**src/rtl/fifo_rd_stream_if.sv**
```systemverilog
// Handshake bundle between the drain controller, the penalty-box FIFO read port
// and the downstream valid/ready stream consumer.
interface fifo_rd_stream_if #(
  parameter int DATA_WIDTH = 72
);
  logic                  fifo_empty;
  logic                  fifo_rd_cs;
  logic                  fifo_rd_en;
  logic [DATA_WIDTH-1:0] fifo_data;
  logic                  m_valid;
  logic                  m_ready;
  logic [DATA_WIDTH-1:0] m_data;

  modport master (
    input  fifo_empty, fifo_data, m_ready,
    output fifo_rd_cs, fifo_rd_en, m_valid, m_data
  );

  modport slave (
    output fifo_empty, fifo_data, m_ready,
    input  fifo_rd_cs, fifo_rd_en, m_valid, m_data
  );
endinterface

```
**src/rtl/fifo_rd_stream.sv**
```systemverilog
// Read-side drain controller: pops FIFO entries, absorbs the one-cycle read
// latency into a 2-entry output buffer and presents them on a valid/ready
// stream. A flush discards everything buffered or still queued in the FIFO.
module fifo_rd_stream #(
  parameter int DATA_WIDTH = 72,
  parameter int CNT_WIDTH  = 16
) (
  input  logic                 clk,
  input  logic                 rst,
  fifo_rd_stream_if.master     bus,
  input  logic                 flush,
  output logic                 flush_done,
  output logic                 busy,
  output logic [CNT_WIDTH-1:0] drained_cnt
);

  typedef enum logic {RUN, FLUSH} state_t;

  state_t                state_q, state_d;
  logic [1:0]            occ_q, occ_d;
  logic                  inflight_q;
  logic [DATA_WIDTH-1:0] head_q, head_d;
  logic [DATA_WIDTH-1:0] tail_q, tail_d;
  logic                  pop;
  logic                  deq;
  logic                  m_valid;
  logic                  flush_exit;
  logic [2:0]            pending;

  assign m_valid = (state_q == RUN) && (occ_q != 2'd0);
  assign deq     = m_valid && bus.m_ready;

  // Entries the buffer will hold once this cycle's handshake and in-flight read settle
  assign pending = {1'b0, occ_q} + {2'b00, inflight_q} - {2'b00, deq};

  // Next-state, pop decision and buffer shuffle for the RUN/FLUSH controller
  always_comb begin
    state_d    = state_q;
    occ_d      = occ_q;
    head_d     = head_q;
    tail_d     = tail_q;
    pop        = 1'b0;
    flush_exit = 1'b0;
    case (state_q)
      RUN: begin
        pop = !bus.fifo_empty && (pending <= 3'd1);
        if (flush) begin
          state_d = FLUSH;
          occ_d   = 2'd0;
        end else begin
          case ({inflight_q, deq})
            2'b10: begin
              if (occ_q == 2'd0) head_d = bus.fifo_data;
              else               tail_d = bus.fifo_data;
              occ_d = occ_q + 2'd1;
            end
            2'b01: begin
              head_d = tail_q;
              occ_d  = occ_q - 2'd1;
            end
            2'b11: begin
              if (occ_q == 2'd2) begin
                head_d = tail_q;
                tail_d = bus.fifo_data;
              end else begin
                head_d = bus.fifo_data;
              end
            end
            default: ;
          endcase
        end
      end
      FLUSH: begin
        pop = !bus.fifo_empty;
        if (bus.fifo_empty && !inflight_q) begin
          state_d    = RUN;
          flush_exit = 1'b1;
        end
      end
      default: state_d = RUN;
    endcase
  end

  // State, buffer, in-flight tracker, flush pulse and delivery counter
  always_ff @(posedge clk or posedge rst) begin
    if (rst) begin
      state_q     <= RUN;
      occ_q       <= 2'd0;
      inflight_q  <= 1'b0;
      head_q      <= '0;
      tail_q      <= '0;
      flush_done  <= 1'b0;
      drained_cnt <= '0;
    end else begin
      state_q     <= state_d;
      occ_q       <= occ_d;
      inflight_q  <= pop;
      head_q      <= head_d;
      tail_q      <= tail_d;
      flush_done  <= flush_exit;
      drained_cnt <= drained_cnt + {{(CNT_WIDTH-1){1'b0}}, deq};
    end
  end

  // Reset masks the pop so the FIFO is never read while the block is held in reset
  assign bus.fifo_rd_cs = pop && !rst;
  assign bus.fifo_rd_en = pop && !rst;
  assign bus.m_valid    = m_valid;
  assign bus.m_data     = head_q;
  assign busy           = (state_q == FLUSH) || (occ_q != 2'd0) || inflight_q;

endmodule

```
**src/flat_wrapper.sv**
```systemverilog
// flat-port wrapper written by rule: the top's interface ports become plain ports
module fifo_rd_stream_flat 
#(
  parameter int DATA_WIDTH = 72,
  parameter int CNT_WIDTH  = 16
)
  (clk, rst, flush, flush_done, busy, drained_cnt, bus_fifo_empty, bus_fifo_data, bus_m_ready, bus_fifo_rd_cs, bus_fifo_rd_en, bus_m_valid, bus_m_data);
  fifo_rd_stream_if #(.DATA_WIDTH(DATA_WIDTH)) bus_i ();
  input  logic clk;
  input  logic rst;
  input  logic flush;
  output logic flush_done;
  output logic busy;
  output logic [CNT_WIDTH-1:0] drained_cnt;
  input wire logic [$bits(bus_i.fifo_empty)-1:0] bus_fifo_empty;
  input wire logic [$bits(bus_i.fifo_data)-1:0] bus_fifo_data;
  input wire logic [$bits(bus_i.m_ready)-1:0] bus_m_ready;
  output wire logic [$bits(bus_i.fifo_rd_cs)-1:0] bus_fifo_rd_cs;
  output wire logic [$bits(bus_i.fifo_rd_en)-1:0] bus_fifo_rd_en;
  output wire logic [$bits(bus_i.m_valid)-1:0] bus_m_valid;
  output wire logic [$bits(bus_i.m_data)-1:0] bus_m_data;
  assign bus_i.fifo_empty = bus_fifo_empty;
  assign bus_i.fifo_data = bus_fifo_data;
  assign bus_i.m_ready = bus_m_ready;
  assign bus_fifo_rd_cs = bus_i.fifo_rd_cs;
  assign bus_fifo_rd_en = bus_i.fifo_rd_en;
  assign bus_m_valid = bus_i.m_valid;
  assign bus_m_data = bus_i.m_data;
  fifo_rd_stream #(.DATA_WIDTH(DATA_WIDTH), .CNT_WIDTH(CNT_WIDTH)) u_core (.clk(clk), .rst(rst), .bus(bus_i), .flush(flush), .flush_done(flush_done), .busy(busy), .drained_cnt(drained_cnt));
endmodule
```
**config.mk**
```make
export PLATFORM = sky130hd
export DESIGN_NAME = fifo_rd_stream_flat
export DESIGN_NICKNAME = d
export VERILOG_FILES = /design/src/rtl/fifo_rd_stream_if.sv /design/src/rtl/fifo_rd_stream.sv /design/src/flat_wrapper.sv
export SDC_FILE = /design/constraint.sdc
export NUM_CORES = 1
export LEC_CHECK = 0
export ABC_AREA = 1
export CORE_MARGIN = 2
export CORE_UTILIZATION = 25
export CTS_BUF_LIST = sky130_fd_sc_hd__clkbuf_2
export DETAILED_ROUTE_END_ITERATION = 8
export GPL_ROUTABILITY_DRIVEN = 1
export SETUP_SLACK_MARGIN = 0.15
export SYNTH_ARGS = -nofsm -noshare
export SYNTH_HDL_FRONTEND = slang
export SYNTH_SLANG_ARGS = --single-unit
```
**constraint.sdc**
```tcl
create_clock -name clk -period 17.19 [get_ports clk]
set_clock_uncertainty 0.1 [all_clocks]
set_input_delay 3.438 -clock clk [delete_from_list [all_inputs] [get_ports clk]]
set_output_delay 3.438 -clock clk [all_outputs]
set_load 0.1 [all_outputs]
```
==> results of run 1 <==
state kept, by name, indices dropped and copies added, names as in the netlist:
| register | flops |
|---|---|
| u_core.bus.m_data | 72 |
| u_core.drained_cnt | 16 |
| u_core.flush_done | 1 |
| u_core.inflight_q | 1 |
| u_core.occ_q | 2 |
| u_core.state_q | 1 |
| u_core.tail_q | 72 |
placed cells by master (no fill, tap or decap), types with 3 or more instances in the layout:
master,instances
o21ai_0,40
xor2_1,11
dfrtp_1,165
bufinv_16,4
clkdlybuf4s50_1,169
inv_2,4
nand3b_1,72
nor2_1,14
ha_1,4
nand2_1,316
clkinv_4,3
buf_4,9
nor3_1,6
inv_1,92
o21ai_1,34
clkbuf_2,19
nand3_1,80
cell type report:
cell class | count | share of cell area
clock inverters | 12 | 0.0182
multi-input cells | 593 | 0.291
flip-flops and latches | 165 | 0.416
repair buffers | 178 | 0.177
inverters | 97 | 0.0372
well taps | 396 | 0.0500
clock buffers | 19 | 0.00959
diodes | 1 | 0.000252
tightest hold or removal path, cell delays in order, from the launching register on:
cell and delay, ns:
dfrtp_1 0.39, nand2_1 0.05, o21ai_0 0.06
kinds of logic (layout without fill, tap and decap cells):
| kind of cell | count (synthesis) | count (layout) | share of synthesized area |
|---|---|---|---|
| simple gates | 496 | 496 | 0.297 |
| flops | 165 | 165 | 0.540 |
| compound gates | 79 | 79 | 0.0549 |
| other cells | 0 | 1 | 0 |
| buf+inv | 150 | 306 | 0.0845 |
| fa+ha+maj | 5 | 5 | 0.00916 |
| xor+xnor | 13 | 13 | 0.0149 |
cell usage after synthesis:
cell type / number / area [µm²]
nand2_1: 317 / 1190
dfrtp_1: 165 / 4130
inv_1: 94 / 353
nand3_1: 80 / 400
nand3b_1: 72 / 541
o21ai_0: 40 / 200
o21ai_1: 34 / 170
buf_2: 25 / 125
clkbuf_1: 16 / 60.1
nor2_1: 14 / 52.6
xor2_1: 11 / 96.3
buf_6: 6 / 67.6
nor3_1: 6 / 30.0
buf_1: 4 / 15.0
ha_1: 4 / 50.1
inv_2: 3 / 11.3
a21oi_1: 2 / 10.0
buf_4: 2 / 15.0
nand2_2: 2 / 12.5
nand4_1: 2 / 12.5
o21ai_4: 2 / 32.5
xnor2_1: 2 / 17.5
a21boi_0: 1 / 7.51
and2_1: 1 / 6.26
fa_1: 1 / 20.0
nand3_4: 1 / 17.5
nor3_2: 1 / 10.0
where the power goes:
| group | internal, W | switching (W) | total (W) |
|---|---|---|---|
| logic | 0.000281 | 0.000881 | 0.00116 |
| registers | 0.000553 | 0.0000888 | 0.000642 |
| clock network | 0.0000965 | 0.000146 | 0.000243 |
| total | 0.000930 | 0.00112 | 0.00205 |
per-layer routing:
layer / wire length (µm) / GRT usage
met3: 997 / 0.0278
met5: 13 / 0
met4: 166 / 0.0335
met1: 10100 / 0.183
met2: 9840 / 0.223
metrics by stage:
| stage | util | setup slack, ns | power (W) | hold slack (ns) |
|---|---|---|---|---|
| 4_1_cts | 0.327 | 5.88 | 0.00207 | 0.415 |
| 6_report | 0.327 | 5.94 | 0.00205 | 0.408 |
| 5_1_grt | 0.327 | 5.65 | 0.00217 | 0.431 |
| 3_5_place_dp | 0.318 | 5.90 | 0.00182 | 0.364 |
| 2_1_floorplan | - | 5.29 | 0.00153 | 0.344 |
| 3_3_place_gp | 0.318 | 5.95 | 0.00181 | 0.358 |
final timing paths:
path / endpoint / slack (ns) / cells after the start
max in group asynchronous: u_core.tail_q[43] / 12.74 / 3
max: bus_fifo_rd_cs / 5.94 / 14
min in group asynchronous: u_core.bus.m_data[21] / 2.96 / 2
max reg2reg: u_core.inflight_q / 13.93 / 13
min: u_core.tail_q[65] / 0.41 / 2
min reg2reg: u_core.tail_q[65] / 0.41 / 2
==> results.json, run 1 <==
{
  "io_pins": 170,
  "cts_inserted_buffers": 17,
  "syn-cell-area_um2": 7650,
  "critical_path.top_delay_family": "buffers and inverters",
  "hold_violations": 0,
  "critPathRequiredTime_ns": 13.65,
  "fin_cells": 1461,
  "critPathSlowestCell": "clkdlybuf4s50_1",
  "cts.path.max_buffers": 2,
  "globalRouteTotalUtil": 0.136,
  "ys_seq_area_frac": 0.540,
  "finalWirelength_mm": 21.1,
  "slew_viol_final": 0,
  "first_global_vias": 6419,
  "route.detailed.drc": 0,
  "first_iter_violations": 423,
  "drive_above_1_share": 0.0470,
  "dpl.cell_count": 1429,
  "die_w_um": 179,
  "tritoncts": "done",
  "relSlewSlack": 0.253,
  "worstPathMaxFanout": 76,
  "gp_congestion": 0.771,
  "p_per_area_nw_per_um2": 206,
  "hold_class": "reg -> reg",
  "ant_nets": 0,
  "critPathBufInv": 6,
  "post_drt_wl_per_cell_um": 14.4,
  "ir_drop_mv": 0.119,
  "final_area_um2": 9910,
  "cpPeakStageDelay_ns": 1.14,
  "port_buffers": 169,
  "worstPathArrival_ns": 7.71,
  "die_height_um": 179,
  "synth_seq_cells": 165,
  "vias": 6358,
  "crit_type": "in -> out",
  "via_per_inst": 4.35,
  "min-delay-start": "u_core.tail_q[65]",
  "clock_sink_count": 165,
  "r2r_start": "u_core.occ_q[1]",
  "fmax_mhz": 88.9,
  "htreeDepth": 4,
  "cp-startpoint": "bus_m_ready",
  "cts-root-buf": "clkbuf_2",
  "grt_pass1_wl_mm": 34.1,
  "syn_avg_cell_area_um2": 8.43,
  "cellLeakagePower_nw": 4.88,
  "dieArea_um2": 32000,
  "period_share": 0.655,
  "crit_path_end_kind": "primary output",
  "core-area_um2": 30300,
  "drv_cap": 0,
  "startpoint_type": "primary input",
  "grt_setup_unrepaired": "false",
  "seq_area_um2": 4130,
  "grt_max_degree": 89,
  "outcome": "finished clean",
  "post-dp-hpwl_mm": 13.0,
  "setup_tns_ns": 0,
  "placementRows": 64,
  "antenna_found_initial": 2,
  "overflow": 0,
  "clk_latency_ns": 0.70,
  "multi_input_area_um2": 2880,
  "setup_viol": 0,
  "ctsHoldBuffers": 0,
  "max_slew.worst_pin.slew_ns": 1.12,
  "period_needed_ns": 11.25,
  "syn2layout_area_growth_pct": 29.6,
  "nFillCells": 3198,
  "synthCells": 908,
  "cts_setup_buffers": 0,
  "syn_nets": 990,
  "synth_warnings": 0,
  "start_util": 0.252,
  "cts_resized": 0,
  "dr.pass1.iters": 4,
  "path_clk_slew_ns": 0.22,
  "yosysUniqueCellTypes": 27,
  "placed_cell_area_um2": 9640,
  "nets": 1134,
  "worstPathCellList": "clkdlybuf4s50_1 > nand3_4 > inv_2 > buf_4 > ha_1 > inv_1 > ha_1 > inv_1 > fa_1 > a21boi_0 > o21ai_0 > a21oi_1 > and2_1 > clkdlybuf4s50_1"
}
(Power assumes the default switching activity.)
==> run 2: changes to the inputs <==
Clock period 17.19 ns to 9.6 ns, I/O delays scaled along.
==> run 2 against run 1 <==
  * Global-route usage up 0.19 points
  * Total power up 77%
  * Cell count up 0.14%
  * Worst setup slack worse by 3.7 ns
  * Critical path type unchanged
  * Critical endpoint unchanged
==> results.json, run 2 (synthesized netlist as in run 1, its figures left out) <==
{
  "outcome": "finished clean",
  "fmax_mhz": 136,
  "cts_setup_buffers": 0,
  "whs_path_depth": 2,
  "nets": 1134,
  "period_share": 0.765,
  "final_cell_mix": "nand2_1, clkdlybuf4s50_1, dfrtp_1",
  "critPathBufInv": 5,
  "crit_cells": 13,
  "pre_cts_ws_ns": 2.24,
  "finalWirelength_mm": 21.4,
  "die_w_um": 179,
  "die_height_um": 179,
  "crit_type": "in -> out",
  "period_needed_ns": 7.34,
  "critPathRequiredTime_ns": 7.58,
  "drive_above_1_share": 0.0488,
  "seq_area_um2": 4130,
  "gp_congestion": 0.791,
  "placementRows": 64,
  "max_slew.worst_pin.slew_ns": 1.08,
  "relSlewSlack": 0.275,
  "hold_class": "reg -> reg",
  "htreeDepth": 4,
  "syn2layout_area_growth_pct": 29.1,
  "slew_viol_final": 0,
  "tritoncts": "done",
  "grt_pass1_wl_mm": 34.1,
  "p_per_area_nw_per_um2": 367,
  "worstPathCellList": "clkdlybuf4s50_1 > nand3_4 > inv_2 > ha_1 > inv_1 > ha_1 > inv_1 > fa_1 > a21boi_0 > o21ai_0 > a21oi_1 > and2_1 > clkdlybuf4s50_1",
  "cts.path.max_buffers": 2,
  "setup_viol": 0,
  "worstPathArrival_ns": 5.32,
  "worstPathMaxFanout": 4,
  "grt_setup_unrepaired": "false",
  "route.detailed.drc": 0,
  "post-dp-hpwl_mm": 12.9,
  "grt_max_degree": 77,
  "min-delay-start": "u_core.bus.m_data[62]",
  "cpPeakStageDelay_ns": 1.14,
  "port_buffers": 169,
  "first_global_vias": 6297,
  "drv_cap": 0,
  "via_per_inst": 4.35,
  "clock_sink_count": 165,
  "overflow": 0,
  "cts_resized": 0,
  "start_util": 0.252,
  "clk_latency_ns": 0.78,
  "ctsHoldBuffers": 0,
  "nFillCells": 3206,
  "multi_input_area_um2": 2880,
  "layout_setup_ws_ns": 2.26,
  "hold_violations": 0,
  "setup_tns_ns": 0,
  "reg2reg_depth": 10,
  "core-area_um2": 30300,
  "globalRouteTotalUtil": 0.138,
  "utilization": 0.326,
  "cts_inserted_buffers": 17,
  "critPathSlowestCell": "clkdlybuf4s50_1",
  "crit_path_end_kind": "primary output",
  "io_pins": 170,
  "dr.pass1.iters": 5,
  "vias": 6364,
  "first_iter_violations": 399,
  "r2r_end": "u_core.bus.m_data[9]",
  "worstHoldEndpoint": "u_core.bus.m_data[62]",
  "post_drt_wl_per_cell_um": 14.6,
  "r2r_start": "u_core.occ_q[1]",
  "startpoint_type": "primary input",
  "rrSetupSlack_ns": 6.56,
  "layout_commonest_cell": "nand2_1",
  "cellLeakagePower_nw": 4.85,
  "cts-root-buf": "clkbuf_2",
  "ir_drop_mv": 0.215,
  "path_clk_slew_ns": 0.23,
  "dieArea_um2": 32000,
  "critical_path.top_delay_family": "buffers and inverters",
  "antenna_found_initial": 3,
  "ant_nets": 0
}
## run 2: changes by cell type in the layout (fill, tap and decap cells not counted), sizes merged
cell / before / now
clkinvlp: 2 / 5
inv: 98 / 101
bufinv: 4 / 2
clkinv: 5 / 3
clkbuf: 19 / 18
diode: 1 / 2
## run 2: metrics by stage
step,instances,hold WS (ns),power [W],cell area [µm²]
after global routing,1463,0.434,0.00384,9880
after detailed placement,1429,0.365,0.00326,9640
after floorplan,908,0.344,0.00274,7650
after CTS,1461,0.417,0.00367,9880
final,1463,0.407,0.00363,9880
after global placement,1429,0.359,0.00324,9640
## run 2: power breakdown
group / switching, W / leakage, nW / total (W) / internal (W)
sequential: 0.000156 / 2.07 / 0.00115 / 0.000990
clock: 0.000274 / 0.132 / 0.000396 / 0.000122
combinational: 0.00158 / 2.65 / 0.00209 / 0.000503
## run 2: final cells by class
type                       instances  area share
timing repair buffer             178       0.178
multi-input combinational        593       0.292
sequential                       165       0.418
clock inverter                    14      0.0152
clock buffer                      18     0.00912
antenna                            2    0.000506
tap                              396      0.0501
inverter                          97      0.0374
## run 2: worst max-delay path by stage
stage / from / slack [ns] / end
2_1_floorplan: rst / 0.74 / bus_fifo_rd_en
3_3_place_gp: bus_m_ready / 2.27 / bus_fifo_rd_cs
3_5_place_dp: bus_m_ready / 2.24 / bus_fifo_rd_cs
4_1_cts: bus_m_ready / 2.23 / bus_fifo_rd_cs
5_1_grt: bus_m_ready / 2.05 / bus_fifo_rd_en
6_report: bus_m_ready / 2.26 / bus_fifo_rd_cs
## run 2: worst register-to-register path, delay by kind of cell, from the launching register on
family	cells	cell delay (ns)
buf+inv	4	1.38
simple gates	6	1.03
flops	1	0.50
## run 2: per-layer routing
layer,vias up,share of wire,GRT usage,wire [µm]
met2,159,0.46,0.216,9780
met1,3023,0.47,0.182,10000
met5,-,0.00061,0,13
li1,3154,-,-,-
met3,26,0.055,0.0390,1190
met4,2,0.018,0.0484,389
